**src/rtl/serial_add_sub_if.sv**
```systemverilog
// rtl/serial_add_sub_if.sv - request/result bundle for the bit-serial adder/subtractor
interface serial_add_sub_if #(
    parameter int WIDTH = 4
);
    logic             start;
    logic [WIDTH-1:0] a;
    logic [WIDTH-1:0] b;
    logic             sel;
    logic             busy;
    logic             done;
    logic [WIDTH-1:0] y;
    logic             cout;
    logic             ovf;

    modport master (
        output start, a, b, sel,
        input  busy, done, y, cout, ovf
    );

    modport slave (
        input  start, a, b, sel,
        output busy, done, y, cout, ovf
    );
endinterface

```
**src/rtl/serial_add_sub.sv**
```systemverilog
// rtl/serial_add_sub.sv - bit-serial WIDTH-bit adder/subtractor, one bit per clock, LSB first
module serial_add_sub #(
    parameter int WIDTH = 4
) (
    input  logic           clk,
    input  logic           rst,
    serial_add_sub_if.slave bus
);
    localparam int CW = (WIDTH > 2) ? $clog2(WIDTH) : 1;
    localparam logic [CW-1:0] CNT_LAST = CW'(WIDTH - 1);

    typedef enum logic [1:0] {
        IDLE = 2'd0,
        RUN  = 2'd1,
        DONE = 2'd2
    } state_t;

    state_t           state;
    state_t           state_nxt;
    logic             accept;
    logic             last;

    logic [WIDTH-1:0] ra;
    logic [WIDTH-1:0] rb;
    logic [WIDTH-1:0] part;
    logic             carry;
    logic [CW-1:0]    cnt;
    logic [WIDTH-1:0] y_q;
    logic             cout_q;
    logic             ovf_q;

    logic             sum_bit;
    logic             carry_nxt;

    // Single full-adder slice working on the current LSBs.
    always_comb begin
        sum_bit   = ra[0] ^ rb[0] ^ carry;
        carry_nxt = (ra[0] & rb[0]) | (carry & (ra[0] ^ rb[0]));
    end

    // State register; reset aborts any operation in flight.
    always_ff @(posedge clk) begin
        if (rst) begin
            state <= IDLE;
        end else begin
            state <= state_nxt;
        end
    end

    // Next-state decode; DONE accepts a new start just like IDLE for back-to-back issue.
    always_comb begin
        state_nxt = state;
        accept    = 1'b0;
        last      = 1'b0;
        case (state)
            IDLE: begin
                if (bus.start) begin
                    accept    = 1'b1;
                    state_nxt = RUN;
                end
            end
            RUN: begin
                if (cnt == CNT_LAST) begin
                    last      = 1'b1;
                    state_nxt = DONE;
                end
            end
            DONE: begin
                if (bus.start) begin
                    accept    = 1'b1;
                    state_nxt = RUN;
                end else begin
                    state_nxt = IDLE;
                end
            end
            default: state_nxt = IDLE;
        endcase
    end

    // Operand capture, serial shifting, and result load on the final bit.
    always_ff @(posedge clk) begin
        if (rst) begin
            ra     <= '0;
            rb     <= '0;
            part   <= '0;
            carry  <= 1'b0;
            cnt    <= '0;
            y_q    <= '0;
            cout_q <= 1'b0;
            ovf_q  <= 1'b0;
        end else if (accept) begin
            // Subtraction is a + ~b + 1: invert B and seed the carry with sel.
            ra    <= bus.a;
            rb    <= bus.sel ? ~bus.b : bus.b;
            carry <= bus.sel;
            cnt   <= '0;
        end else if (state == RUN) begin
            ra    <= ra >> 1;
            rb    <= rb >> 1;
            carry <= carry_nxt;
            cnt   <= cnt + CW'(1);
            part  <= {sum_bit, part[WIDTH-1:1]};
            if (last) begin
                // carry still holds the carry into the MSB slice here.
                y_q    <= {sum_bit, part[WIDTH-1:1]};
                cout_q <= carry_nxt;
                ovf_q  <= carry ^ carry_nxt;
            end
        end
    end

    assign bus.busy = (state == RUN);
    assign bus.done = (state == DONE);
    assign bus.y    = y_q;
    assign bus.cout = cout_q;
    assign bus.ovf  = ovf_q;
endmodule

```
**src/flat_wrapper.sv**
```systemverilog
// flat-port wrapper written by rule: the top's interface ports become plain ports
module serial_add_sub_flat 
#(
    parameter int WIDTH = 4
)
  (clk, rst, bus_start, bus_a, bus_b, bus_sel, bus_busy, bus_done, bus_y, bus_cout, bus_ovf);
  serial_add_sub_if #(.WIDTH(WIDTH)) bus_i ();
  input  logic clk;
  input  logic rst;
  input wire logic [$bits(bus_i.start)-1:0] bus_start;
  input wire logic [$bits(bus_i.a)-1:0] bus_a;
  input wire logic [$bits(bus_i.b)-1:0] bus_b;
  input wire logic [$bits(bus_i.sel)-1:0] bus_sel;
  output wire logic [$bits(bus_i.busy)-1:0] bus_busy;
  output wire logic [$bits(bus_i.done)-1:0] bus_done;
  output wire logic [$bits(bus_i.y)-1:0] bus_y;
  output wire logic [$bits(bus_i.cout)-1:0] bus_cout;
  output wire logic [$bits(bus_i.ovf)-1:0] bus_ovf;
  assign bus_i.start = bus_start;
  assign bus_i.a = bus_a;
  assign bus_i.b = bus_b;
  assign bus_i.sel = bus_sel;
  assign bus_busy = bus_i.busy;
  assign bus_done = bus_i.done;
  assign bus_y = bus_i.y;
  assign bus_cout = bus_i.cout;
  assign bus_ovf = bus_i.ovf;
  serial_add_sub #(.WIDTH(WIDTH)) u_core (.clk(clk), .rst(rst), .bus(bus_i));
endmodule
```
**config.mk**
```make
export PLATFORM = sky130hd
export DESIGN_NAME = serial_add_sub_flat
export DESIGN_NICKNAME = d
export VERILOG_FILES = /design/src/rtl/serial_add_sub_if.sv /design/src/rtl/serial_add_sub.sv /design/src/flat_wrapper.sv
export SDC_FILE = /design/constraint.sdc
export NUM_CORES = 1
export LEC_CHECK = 0
export ABC_AREA = 1
export ABC_CLOCK_PERIOD_IN_PS = 1500
export CORE_ASPECT_RATIO = 1.75
export CORE_MARGIN = 2
export CORE_UTILIZATION = 40
export CTS_CLUSTER_DIAMETER = 40
export CTS_CLUSTER_SIZE = 12
export DETAILED_ROUTE_END_ITERATION = 7
export GPL_TIMING_DRIVEN = 1
export HOLD_SLACK_MARGIN = 0.12
export SETUP_SLACK_MARGIN = 0.02
export SYNTH_ARGS = -nofsm -noshare
export SYNTH_HDL_FRONTEND = slang
export SYNTH_SLANG_ARGS = --single-unit
```
**constraint.sdc**
```tcl
create_clock -name clk -period 1.5 [get_ports clk]
set_clock_uncertainty 0.05 [all_clocks]
set_input_delay 0.225 -clock clk [delete_from_list [all_inputs] [get_ports clk]]
set_output_delay 0.225 -clock clk [all_outputs]
set_load 0.01 [all_outputs]
```
# Yosys cells after proc, flatten, opt, wreduce, memory -nomap -nowiden
# Index checks and enable logic that the tools add are counted.
# W data, S select, Z words.
# classes
n_reduce_logical,7
add_sub_neg,1
n_bitwise,8
eq_ne,5
mux,15
# ops
cell,count
$mux W4,5
$mux W1,7
$pmux W2 S3,1
$eq A2 B2 Y1 const B,2
$mux W2,2
$not A4 Y4,1
$reduce_and A2 Y1,2
$reduce_or A2 Y1,2
$reduce_and A3 Y1,1
$xor A1 B1 Y1,3
$add A2 B1 Y2 const B,1
$and A1 B1 Y1,2
$eq A2 B1 Y1 const B,1
$logic_not A2 Y1,1
$ne A2 B1 Y1 const B,1
$ne A2 B2 Y1 const B,1
$reduce_bool A2 Y1,1
$not A1 Y1,1
$or A1 B1 Y1,1
# totals
register_bits,23
wordCells,45
input_bits,12
output_inout_bits,8

# Depth between registers and ports, before layout
# depth
depth_word,5
mapped_depth,7
depth_no_buf,7

# Worst setup path after synthesis
# OpenSTA, ideal clock, no wires.
# synth_timing
path_kind,register to register
start,reg u_core.carry
end,"reg u_core.ovf_q, in the netlist u_core.bus.ovf"
setup_time_ps,116
path_slack_ps,262
arrival_ps,1072
path_stages_with_launch,5
path_buffers,0
synth_period_minus_slack_ps,1238
t_required_ps,1334
cell_sequence,dfxtp_1 fa_1 xor2_1 nor2_1 nor2_1
# synth_between
elab_chain_cells,3
# synth_rtl
element,line_no,rtl
start: declaration,serial_add_sub.sv:26,logic carry;
start signal: assignment,serial_add_sub.sv:95,carry <= bus.sel;
start signal: assignment,serial_add_sub.sv:100,carry <= carry_nxt;
$and A1 B1 Y1,serial_add_sub.sv:38,carry_nxt = (ra[0] & rb[0]) | (carry & (ra[0] ^ rb[0]));
$or A1 B1 Y1,serial_add_sub.sv:38,
via u_core.carry_nxt,serial_add_sub.sv:33,logic carry_nxt;
$xor A1 B1 Y1,serial_add_sub.sv:107,ovf_q <= carry ^ carry_nxt;
end signal: assignment,serial_add_sub.sv:107,
end: declaration,serial_add_sub.sv:30,logic ovf_q;
# The timed path passes the listed nets, and every way through them passes these cells.
# A chain may end at the register's enable or synchronous reset.

# Worst setup path after layout
# layout_timing
start,"reg u_core.ovf_q, in the netlist u_core.bus.ovf"
end,out bus_ovf
# layout_lines
element,line_no,rtl
end: declaration,flat_wrapper.sv:18,output wire logic [$bits(bus_i.ovf)-1:0] bus_ovf;
# No word-level cell between the ends.

==> reports/qor.csv <==
stage,metric,value,unit
power,comb_power_share,0.167,
die,coreArea,0.002462,mm2
worst_setup_path,crit_path_end_kind,output port,
clock_network,clock_latency,0.26,ns
clock_network,cts_root_buffer,clkbuf_8,
timing,finalCritPeriodShare,0.9351,
power,power_frac_clock,0.330,
placed_design,hpwl,1596,um
grt,track_usage,0.1538,
timing,hold_viol,0,
worst_setup_path,r2r_setup_slack,0.20,ns
outcome,status,finished clean,
drt,drt-vias-per-instance,4.815,
power,ir_worst_vdd,0.5415,mV
grt,grt_max_degree,17,
die,pin_count,20,
flow_run,drv_cap,0,
drt,wl,2027,um
final_layout,final_area,0.001349,mm2
yosys,ys_ff_latch,22,
worst_setup_path,cp_slowest_cell,clkdlybuf4s50_1,
worst_setup_path,r2r.worst_path.cells,4,
grt,grtUsageMet2,0.2821,
worst_setup_path,arrival,1.13,ns
clock_network,clock_sinks,22,
worst_setup_path,crit_buf_inv,1,
final_layout,fin_nets,178,
worst_setup_path,required,1.22,ns
grt,first_global_vias,876,
drt,drc,0,
yosys,syn_nets,150,
yosys,yosysTopAreaCell,dfxtp_1,
yosys,synth-main-ff-cell,dfxtp_1,
die,die_w,42.43,um
min_path,hp-class,reg2reg,
clock_network,clkTransAtPathRegs,0.08,ns
grt,busiest_layer,met2,
timing,min_period,1.403,ns
final_layout,utilization,0.5478,
die,initial_utilization,0.4197,
power,p_per_area,938.4,mW/mm2
clock_network,postCtsSetupBuffers,0,
drt,vias,910,
power,p_sw_frac,0.2521,
final_layout,areaGrowthSynthToFinish,30.51,%
yosys,ys_types,22,
worst_setup_path,critPathMaxFanout,2,
yosys,synth_edf_count,0,
drt,drt_iter0_drc,17,
clock_network,cts_made_buffers,3,
yosys,yosys_warnings,0,
worst_setup_path,slowest_delay,0.53,ns
timing,totalNegativeSetupSlack,0,ns
min_path,whs_path_depth,2,
grt,use_met3,0.03023,
worst_setup_path,critical_path.top_delay_family,buffers and inverters,
timing,relSlewSlack,0.8376,
yosys,ys_seq_area_frac,0.4262,
yosys,synth_area,0.001033,mm2
grt,gr-total-overflow,0,
grt,global_route.usage.met1,0.1680,
power,internal_power,946.7,uW
die,rows,24,
die,dieArea,0.003022,mm2
worst_setup_path,r2r-end,u_core.bus.ovf$_SDFFE_PP0P_,
worst_setup_path,r2r_start,u_core.carry$_SDFFE_PP0P_,
yosys,yosys-top-cells-count,"nand2_1 (32), dfxtp_1 (22), nor2_1 (18)",
placed_design,port_buffers,19,
final_layout,n_antenna_cell,0,
yosys,synth.top_cell.area_share,0.4262,
clock_network,cts_tree,yes,
timing,finalSetupViolations,0,
yosys,ys_top_cells_by_area,"dfxtp_1 (43%), nand2_1 (12%), nor2_1 (6.5%)",
drt,first_pass_iters,4,
drt,ant_nets,0,
placed_design,placed_area,0.001291,mm2
grt,antenna_found_initial,0,
worst_setup_path,worst-setup-path-type,reg2out,
yosys,syn_area_per_cell,7.599,um2
worst_setup_path,startpoint_type,flip-flop,
worst_setup_path,cp_num_cells,1,
yosys,synth_most_common_cell,nand2_1,
worst_setup_path,crit_chain,clkdlybuf4s50_1,
min_path,holdPathEnd,u_core.rb[3]$_SDFFE_PP0P_,
placed_design,globalplace.congestion,0.8342,
timing,drv_slew,0,
timing,fmax,712.9,MHz
grt,grt_pass1_wl,3622,um
min_path,min_from,u_core.rb[3]$_SDFFE_PP0P_,
clock_network,htreeDepth,1,
clock_network,clk_path_buf_depth,2,
die,chipHeight,71.24,um
drt,post_drt_wl_per_cell,10.72,um
power,seqPwrFrac,0.503,
timing,worstMarginPinSlew,0.2411,ns
power,p_leak,0.0006335,uW
yosys,synthCells,136,
final_layout,drive_gt1_frac,0.1779,
yosys,synth-async-reset-ratio,0,
timing,rsz0062_at_grt,false,
power,p_sw,319.0,uW
==> power groups by stage <==
stage                     Combinational (uW)  Sequential, uW  Clock [uW]
after floorplan                          135             649           0
after global placement                   208             652           0
after detailed placement                 214             652           0
after CTS                                214             637         431
after global routing                     239             641         449
final                                    211             637         418
==> layout make-up <==
cell class | count | area, um2
multi-input combinational | 93 | 499.2
timing repair buffer | 25 | 245.2
sequential | 22 | 445.4
tap | 26 | 32.53
inverter | 19 | 71.32
clock buffer | 4 | 55.05
fill | 269 | 1114
==> state kept, by name, summed over array words and instances (netlist names) <==
| register | count |
|---|---|
| u_core.ra | 4 |
| u_core.state | 2 |
| u_core.carry | 1 |
| u_core.cnt | 2 |
| u_core.bus.y | 4 |
| u_core.part | 3 |
| u_core.rb | 4 |
| u_core.bus.cout | 1 |
| u_core.bus.ovf | 1 |
==> worst min-delay path, delay by kind of cell (launching register included) <==
| family | cells | cell delay (ns) |
|---|---|---|
| flip-flops | 1 | 0.31 |
| AND/OR/NAND/NOR | 1 | 0.06 |
| AO/OA/AOI/OAI | 1 | 0.05 |
==> kinds of logic after synthesis <==
family                   share of synthesized area
AO/OA/AOI/OAI                               0.1053
adder cells (fa/ha/maj)                    0.03148
flip-flops                                  0.4261
buffers and inverters                      0.09080
XOR/XNOR                                   0.01695
AND/OR/NAND/NOR                             0.3293
==> worst max-delay path by stage <==
stage                             endpoint                          from  slack [ns]
2_1_floorplan  u_core.bus.ovf$_SDFFE_PP0P_     u_core.carry$_SDFFE_PP0P_        0.26
3_3_place_gp     u_core.ra[0]$_SDFFE_PP0P_                     bus_start        0.12
3_5_place_dp     u_core.rb[1]$_SDFFE_PP0P_                     bus_start        0.07
4_1_cts                            bus_ovf   u_core.bus.ovf$_SDFFE_PP0P_        0.09
5_1_grt                           bus_cout  u_core.bus.cout$_SDFFE_PP0P_        0.05
6_report                           bus_ovf   u_core.bus.ovf$_SDFFE_PP0P_         0.1
==> layout by cell type, fill, tap and decap left out, drive strengths merged <==
cell,n
a21oi,10
buf,6
clkbuf,4
clkdlybuf4s50,17
dfxtp,22
dlygate4sd2,2
fa,1
ha,1
inv,19
nand2,35
nand3,10
nor2,21
nor3,1
o21ai,11
or2,1
xor2,2
==> through the flow <==
step / setup WS [ns] / hold slack [ns] / total power, uW / std cells
finish: 0.09728 / 0.4107 / 1266 / 189
detailed placement: 0.07147 / 0.4012 / 865.8 / 185
floorplan: 0.2623 / 0.2374 / 783.8 / 136
global route: 0.05117 / 0.4224 / 1329 / 189
global placement: 0.1189 / 0.3997 / 859.9 / 185
CTS: 0.08655 / 0.4129 / 1282 / 189
==> repair_timing <==
| item | in CTS | in global routing |
|---|---|---|
| resized for setup | 5 | 0 |
| endpoints found under the hold margin | 0 | 0 |
| endpoints found under the setup margin | 2 | 0 |
| hold buffers | 0 | 0 |
==> metal layers <==
metal	vias to the layer above	routed length, um
li1	481	-
met1	412	832
met2	15	1118
met3	2	54
met4	0	22
met5	-	0
Power figures use the tool's default switching activity.
